## src/rtl/sap_1_program_loader.sv

```systemverilog
// sap_1_program_loader: the writer side of the SAP-1 16x8 program memory.
// It takes a byte stream over a valid/ready handshake and writes the bytes to
// addresses 0..WORDS-1 in order. The CPU is held in clear until the load has
// finished, and for one further cycle after the last write.
//
// Optional feature: define SAP_1_LOADER_CHECKSUM_EN to add a trailing checksum
// byte. The mod-256 sum of all WORDS+1 bytes must be zero, or the loader ends
// in ERROR. When the macro is undefined, err is tied to 0.
//
// Ports
//   Clk, Clrbar           clock, asynchronous active-low reset
//   start                 begin a load (sampled in IDLE, DONE, ERROR)
//   byte_in, byte_valid   incoming program byte and its valid
//   byte_ready            loader accepts byte_in this cycle
//   mem_addr, mem_data    program-memory write address and data
//   mem_we                one-cycle write strobe per byte
//   cpu_clr               active-high CPU clear
//   busy, done, err       status: LOAD/WRITE/RELEASE(/CHECK), DONE, ERROR
//   count                 bytes written since the last start, 0..WORDS
module sap_1_program_loader #(
    parameter int unsigned ADDR_W = 4,
    parameter int unsigned DATA_W = 8,
    parameter int unsigned WORDS  = 16
) (
    input  logic              Clk,
    input  logic              Clrbar,
    input  logic              start,
    input  logic [DATA_W-1:0] byte_in,
    input  logic              byte_valid,
    output logic              byte_ready,
    output logic [ADDR_W-1:0] mem_addr,
    output logic [DATA_W-1:0] mem_data,
    output logic              mem_we,
    output logic              cpu_clr,
    output logic              busy,
    output logic              done,
    output logic              err,
    output logic [ADDR_W:0]   count
);

    localparam int unsigned       CNT_W    = ADDR_W + 1;
    localparam logic [ADDR_W-1:0] LAST_PTR = ADDR_W'(WORDS - 1);

    typedef enum logic [2:0] {
        S_IDLE    = 3'd0,
        S_LOAD    = 3'd1,
        S_WRITE   = 3'd2,
        S_RELEASE = 3'd3,
        S_DONE    = 3'd4,
        S_CHECK   = 3'd5,
        S_ERROR   = 3'd6
    } state_t;

    state_t            r_state;
    logic [ADDR_W-1:0] r_ptr;
    logic [CNT_W-1:0]  r_count;
    logic              r_byte_ready;
    logic [ADDR_W-1:0] r_mem_addr;
    logic [DATA_W-1:0] r_mem_data;
    logic              r_mem_we;
    logic              r_cpu_clr;
    logic              r_busy;
    logic              r_done;
    logic              w_start_ok;

    assign byte_ready = r_byte_ready;
    assign mem_addr   = r_mem_addr;
    assign mem_data   = r_mem_data;
    assign mem_we     = r_mem_we;
    assign cpu_clr    = r_cpu_clr;
    assign busy       = r_busy;
    assign done       = r_done;
    assign count      = r_count;

`ifdef SAP_1_LOADER_CHECKSUM_EN
    logic              r_err;
    logic [DATA_W-1:0] r_sum;
    logic [DATA_W-1:0] w_sum_next;

    assign err        = r_err;
    // Running sum including the byte offered this cycle.
    assign w_sum_next = r_sum + byte_in;
    assign w_start_ok = start && (r_state == S_IDLE || r_state == S_DONE ||
                                  r_state == S_ERROR);
`else
    assign err        = 1'b0;
    assign w_start_ok = start && (r_state == S_IDLE || r_state == S_DONE);
`endif

    // Loader FSM; every output is registered alongside the state transition.
    always_ff @(posedge Clk or negedge Clrbar) begin
        if (!Clrbar) begin
            r_state      <= S_IDLE;
            r_ptr        <= '0;
            r_count      <= '0;
            r_byte_ready <= 1'b0;
            r_mem_addr   <= '0;
            r_mem_data   <= '0;
            r_mem_we     <= 1'b0;
            r_cpu_clr    <= 1'b1;
            r_busy       <= 1'b0;
            r_done       <= 1'b0;
`ifdef SAP_1_LOADER_CHECKSUM_EN
            r_err        <= 1'b0;
            r_sum        <= '0;
`endif
        end else if (w_start_ok) begin
            r_state      <= S_LOAD;
            r_ptr        <= '0;
            r_count      <= '0;
            r_byte_ready <= 1'b1;
            r_cpu_clr    <= 1'b1;
            r_busy       <= 1'b1;
            r_done       <= 1'b0;
`ifdef SAP_1_LOADER_CHECKSUM_EN
            r_err        <= 1'b0;
            r_sum        <= '0;
`endif
        end else begin
            case (r_state)
                S_IDLE, S_DONE: begin
                end
                S_LOAD: begin
                    if (byte_valid) begin
                        r_state      <= S_WRITE;
                        r_mem_addr   <= r_ptr;
                        r_mem_data   <= byte_in;
                        r_mem_we     <= 1'b1;
                        r_byte_ready <= 1'b0;
`ifdef SAP_1_LOADER_CHECKSUM_EN
                        r_sum        <= w_sum_next;
`endif
                    end
                end
                S_WRITE: begin
                    r_mem_we <= 1'b0;
                    r_count  <= r_count + CNT_W'(1);
                    if (r_ptr == LAST_PTR) begin
`ifdef SAP_1_LOADER_CHECKSUM_EN
                        r_state      <= S_CHECK;
                        r_byte_ready <= 1'b1;
`else
                        r_state      <= S_RELEASE;
`endif
                    end else begin
                        r_ptr        <= r_ptr + ADDR_W'(1);
                        r_state      <= S_LOAD;
                        r_byte_ready <= 1'b1;
                    end
                end
                S_RELEASE: begin
                    r_state   <= S_DONE;
                    r_cpu_clr <= 1'b0;
                    r_busy    <= 1'b0;
                    r_done    <= 1'b1;
                end
`ifdef SAP_1_LOADER_CHECKSUM_EN
                // Checksum byte is consumed but never written to memory.
                S_CHECK: begin
                    if (byte_valid) begin
                        r_byte_ready <= 1'b0;
                        r_sum        <= w_sum_next;
                        if (w_sum_next == '0) begin
                            r_state <= S_RELEASE;
                        end else begin
                            r_state <= S_ERROR;
                            r_busy  <= 1'b0;
                            r_err   <= 1'b1;
                        end
                    end
                end
                S_ERROR: begin
                end
`endif
                default: begin
                    r_state      <= S_IDLE;
                    r_mem_we     <= 1'b0;
                    r_byte_ready <= 1'b0;
                    r_cpu_clr    <= 1'b1;
                    r_busy       <= 1'b0;
                    r_done       <= 1'b0;
                end
            endcase
        end
    end

endmodule

```

## config.mk

```make
export PLATFORM = sky130hd
export DESIGN_NAME = sap_1_program_loader
export DESIGN_NICKNAME = d
export VERILOG_FILES = /design/src/rtl/sap_1_program_loader.sv
export SDC_FILE = /design/constraint.sdc
export NUM_CORES = 1
export LEC_CHECK = 0
export CORE_MARGIN = 5
export CORE_UTILIZATION = 35
export DETAILED_ROUTE_END_ITERATION = 8
export DONT_BUFFER_PORTS = 1
export PLACE_DENSITY_LB_ADDON = 0.2
export SLEW_MARGIN = 20
export SYNTH_ARGS = -nofsm -noshare
export SYNTH_HDL_FRONTEND = slang
export SYNTH_SLANG_ARGS = --single-unit
```

## constraint.sdc

```tcl
create_clock -name Clk -period 4.9 [get_ports Clk]
set_clock_uncertainty 0.15 [all_clocks]
set_input_delay 0.49 -clock Clk [delete_from_list [all_inputs] [get_ports Clk]]
set_output_delay 0.49 -clock Clk [all_outputs]
set_load 0.01 [all_outputs]
```

# Yosys cells after proc, flatten, opt, wreduce, memory -nomap -nowiden
# Cells that the tools add are included.
totals:
  reg_bits: 29
  in_bits: 12
  out_inout_bits: 23
  word_cells: 59
classes:
  n_reduce_logical: 12
  addsub: 2
  n_mux: 21
  bitwise: 2
  eq_ne: 12
op_table:
  columns: ["op", "count"]
  rows:
  - ["$mux W4", 3]
  - ["$pmux W3 S4", 1]
  - ["$mux W5", 2]
  - ["$reduce_and A3 Y1", 3]
  - ["$mux W1", 8]
  - ["$eq A3 B2 Y1 const B", 2]
  - ["$mux W3", 2]
  - ["$ne A2 B2 Y1 const B", 3]
  - ["$ne A3 B3 Y1 const B", 2]
  - ["$pmux W1 S2", 3]
  - ["$add A5 B1 Y5 const B", 1]
  - ["$add A4 B1 Y4 const B", 1]
  - ["$eq A4 B4 Y1 const B", 1]
  - ["$ne A2 B1 Y1 const B", 2]
  - ["$reduce_and A2 Y1", 2]
  - ["$reduce_or A4 Y1", 1]
  - ["$eq A3 B1 Y1 const B", 1]
  - ["$eq A3 B3 Y1 const B", 1]
  - ["$logic_not A3 Y1", 1]
  - ["$pmux W1 S3", 1]
  - ["$reduce_or A3 Y1", 1]
  - ["$mux W2", 1]
  - ["$not A1 Y1", 2]
  - ["$reduce_bool A2 Y1", 1]
  - ["3 further kinds", 3]

# Logic depth before layout (Yosys ltp)
logic_depth:
  word_depth: 5
  depth_mapped: 5

# Worst setup path after synthesis
# No wires, ideal clock.
synth_path:
  path_type: "reg-to-reg"
  from: "register r_state[2]"
  to: "register r_mem_data[0], in the netlist mem_data[0]"
  path_slack_ns: 3.268
  period_less_slack_ns: 1.632
  arrival_time_ns: 1.357
  stages_incl_launch_ff: 6
  cell_sequence: "dfrtp_1 buf_2 nor2b_4 nor3b_4 buf_6 mux2_2"
synth_between:
  elab_chain_cells: 5
  word_cells_on_any_way: 7
synth_lines:
  columns: ["element", "line", "source"]
  rows:
  - ["from (decl)", "54", "state_t r_state;"]
  - ["from (signal assigned)", "93", "r_state <= S_IDLE;"]
  - ["from (signal assigned)", "108", "r_state <= S_LOAD;"]
  - ["from (signal assigned)", "125", "r_state <= S_WRITE;"]
  - ["$eq A3 B3 Y1 or $logic_not A3 Y1 (tied branches)", "87", "assign w_start_ok = start && (r_state == S_IDLE || r_state == S_DONE);"]
  - ["$logic_or A1 B1 Y1", "87", null]
  - ["$logic_and A1 B1 Y1", "87", null]
  - ["$not A1 Y1 (no source line)", null, null]
  - ["$reduce_and A3 Y1 (no source line) (*)", null, null]
  - ["to (signal assigned)", "127", "r_mem_data <= byte_in;"]
  - ["to (decl)", "59", "logic [DATA_W-1:0] r_mem_data;"]
# Every way passes the cells marked *; elsewhere a longest branch is shown, timed or not.
# A chain may end at the register's enable or synchronous reset.

# Worst setup path in the final report
layout_path:
  from: "register r_state[0]"
  to: "register r_mem_data[4], in the netlist mem_data[4]"
# The elaborated chain is that of the path after synthesis.

==> impl_metrics.json <==
{
  "required_ns": 4.91,
  "async_reset_ff_share_pct": 100,
  "ys_ff_latch": 29,
  "synth_most_common_cell": "dfrtp_1",
  "gr-total-overflow": 0,
  "drv_slew": 0,
  "setup_violations": 0,
  "htreeDepth": 2,
  "synth_flop_cell": "dfrtp_1",
  "ant_nets": 0,
  "core_region_area_mm2": 0.00369,
  "setup_ws_ns": 2.78,
  "grt_pass1_vias": 887,
  "ctsResizeCount": 0,
  "slew_headroom_pct": 58.0,
  "clk_path_buf_depth": 2,
  "hp-class": "primary input to register",
  "pin_count": 35,
  "cts.sinks": 29,
  "min_from": "start",
  "syn_to_final_growth_pct": 11.6,
  "tightest_slew_ns": 0.629,
  "netlist_top_cells_count": "dfrtp_1, mux2_2, nand2_1, o21ai_0",
  "cp-end-kind": "register",
  "die_height_um": 72.1,
  "r2r-start": "r_state[0]",
  "postSynthCellCount": 116,
  "r2r_cells": 3,
  "synth_top_cell_area_share_pct": 51.9,
  "synth_edf_count": 0,
  "synth-seq-area-share_pct": 53.8,
  "period_needed_ns": 2.12,
  "yosys.area.top_type": "dfrtp_1",
  "dr.pass1.iters": 3,
  "diodes": 0,
  "syn-num-nets": 130,
  "root_buffer": "clkbuf_8",
  "reg2reg_setup_slack_ns": 2.78,
  "syn_avg_cell_area_um2": 11.6,
  "grt_use_total_pct": 10.5,
  "startpoint": "r_state[0]",
  "cts_tree": "yes",
  "die-area_mm2": 0.00520,
  "grt_max_degree": 30,
  "drtIter0Drc": 24,
  "nNetsFinal": 130,
  "rows": 22,
  "timing.rr.end": "mem_data[4]",
  "ir_worst_vdd_mv": 0.230,
  "drv_cap": 0,
  "fillers": 362,
  "ff_latch_area_um2": 727,
  "vias_per_cell": 5.15,
  "timing.fmax_mhz": 472,
  "critPathMaxFanout": 16,
  "status": "complete, no violations",
  "gp_congestion": 0.709,
  "grt_pass1_wl_um": 4140,
  "dpl_worst_slack_ns": 2.78,
  "antenna_found_initial": 0,
  "drive_gt1_share_pct": 21.4,
  "path_clk_slew_ns": 0.06,
  "finalHoldViolCount": 0,
  "finalCritPeriodShare_pct": 43.2,
  "crit_end": "mem_data[4]",
  "hpwl_um": 1760,
  "synth_area_leaders": "dfrtp_1, mux2_2, o21ai_0, a21oi_1, mux2i_1",
  "critPathArrivalTime_ns": 2.13,
  "drcViolationCount": 0,
  "totalWireLength_um": 2540,
  "start_util_pct": 36.6,
  "critPathKind": "register to register",
  "yosys.cell_types.count": 36,
  "die_w_um": 72.1,
  "synth_warnings": 0,
  "power_density_mw_per_mm2": 594,
  "num_vias": 849,
  "insertion_delay_ns": 0.28,
  "hold_buffers": 2,
  "p_leak_uw": 0.000692,
  "multi_input_area_um2": 551,
  "rsz0062_at_grt": "false",
  "syn_area_mm2": 0.00135,
  "portBuffers": 0,
  "routedWlPerCell_um": 15.4,
  "cp-start-kind": "register",
  "numCtsBuffers": 5,
  "cts_setup_buffers": 0,
  "tns_ns": 0
}
## cell families after synthesis
group	after synthesis	synth area share [%]
other	1	0.278
multiplexers	15	12.2
XOR/XNOR	1	0.649
AO/OA/AOI/OAI	22	10.3
flip-flops	29	53.8
buffers and inverters	15	5.38
adder cells (fa/ha/maj)	4	3.34
AND/OR/NAND/NOR	29	14.0
## worst max-delay path, cell delays in order (launching register included)
cell	delay, ns
dfrtp_1	0.60
nor2b_4	0.27
nor3b_4	0.58
mux2_2	0.41
## layout by cell type, fill, tap and decap left out
| cell | count |
|---|---|
| or3b_2 | 1 |
| a22oi_1 | 1 |
| o31ai_1 | 2 |
| nor3b_1 | 1 |
| o2111a_1 | 1 |
| nand2_1 | 7 |
| dfrtp_1 | 28 |
| conb_1 | 1 |
| clkbuf_1 | 1 |
| o21ai_0 | 7 |
| nand3b_1 | 2 |
| mux2i_1 | 3 |
| inv_1 | 6 |
| or3b_1 | 1 |
| nor3b_4 | 1 |
| clkbuf_8 | 6 |
| maj3_1 | 2 |
| a22o_1 | 2 |
| ha_1 | 2 |
| a21o_1 | 1 |
| dfstp_2 | 1 |
| nor2b_1 | 3 |
| xnor2_1 | 1 |
| nor2b_4 | 1 |
| o211ai_1 | 2 |
| and4bb_2 | 1 |
| mux2_2 | 12 |
| and3_1 | 2 |
| a21oi_1 | 6 |
| nand4_1 | 3 |
| nand3_1 | 3 |
| dlygate4sd3_1 | 1 |
| bufinv_16 | 1 |
| nor2_1 | 2 |
| nor3_1 | 1 |
| buf_12 | 1 |
## flip-flops by register name (all words and copies together) (netlist names)
signal / cells
mem_data: 8
count: 5
mem_addr: 4
r_ptr: 4
r_state: 3
busy: 1
byte_ready: 1
cpu_clr: 1
done: 1
mem_we: 1
## metal layers
| layer | GRT usage (%) | share of wire, % |
|---|---|---|
| met1 | 11.7 | 44 |
| met2 | 16.1 | 43 |
| met3 | 5.40 | 12 |
| met4 | 5.64 | 1.5 |
| met5 | 0 | 0 |
## through the flow
step / instance area (µm²) / instances / power (µW) / utilization, % / hold slack [ns]
after floorplan: 1350 / 116 / 610 / - / 0.0444
after global placement: 1360 / 155 / 636 / 36.9 / 0.0452
after detailed placement: 1360 / 155 / 647 / 36.9 / 0.0452
after CTS: 1510 / 165 / 914 / 40.8 / 0.136
after global routing: 1510 / 165 / 959 / 40.8 / 0.143
final: 1510 / 165 / 895 / 40.8 / 0.146
## power breakdown
group | internal [µW] | switching (µW)
clock | 165 | 86.6
sequential | 322 | 118
combinational | 113 | 90.0
## area by class of cell
cell class	count	share of cell area [%]
clock buffers	7	5.73
clock inverters	1	1.99
inverters	6	1.50
multi-input cells	72	36.5
flip-flops and latches	29	48.3
well taps	48	3.99
repair buffers	2	1.99
## how the worst min path moves through the flow
stage             endpoint  cells past startpoint
2_1_floorplan         busy                      0
3_3_place_gp   mem_data[5]                      0
3_5_place_dp   mem_data[7]                      0
4_1_cts           count[2]                      1
5_1_grt           count[2]                      1
6_report          count[2]                      1
Power figures use the tool's default switching activity.
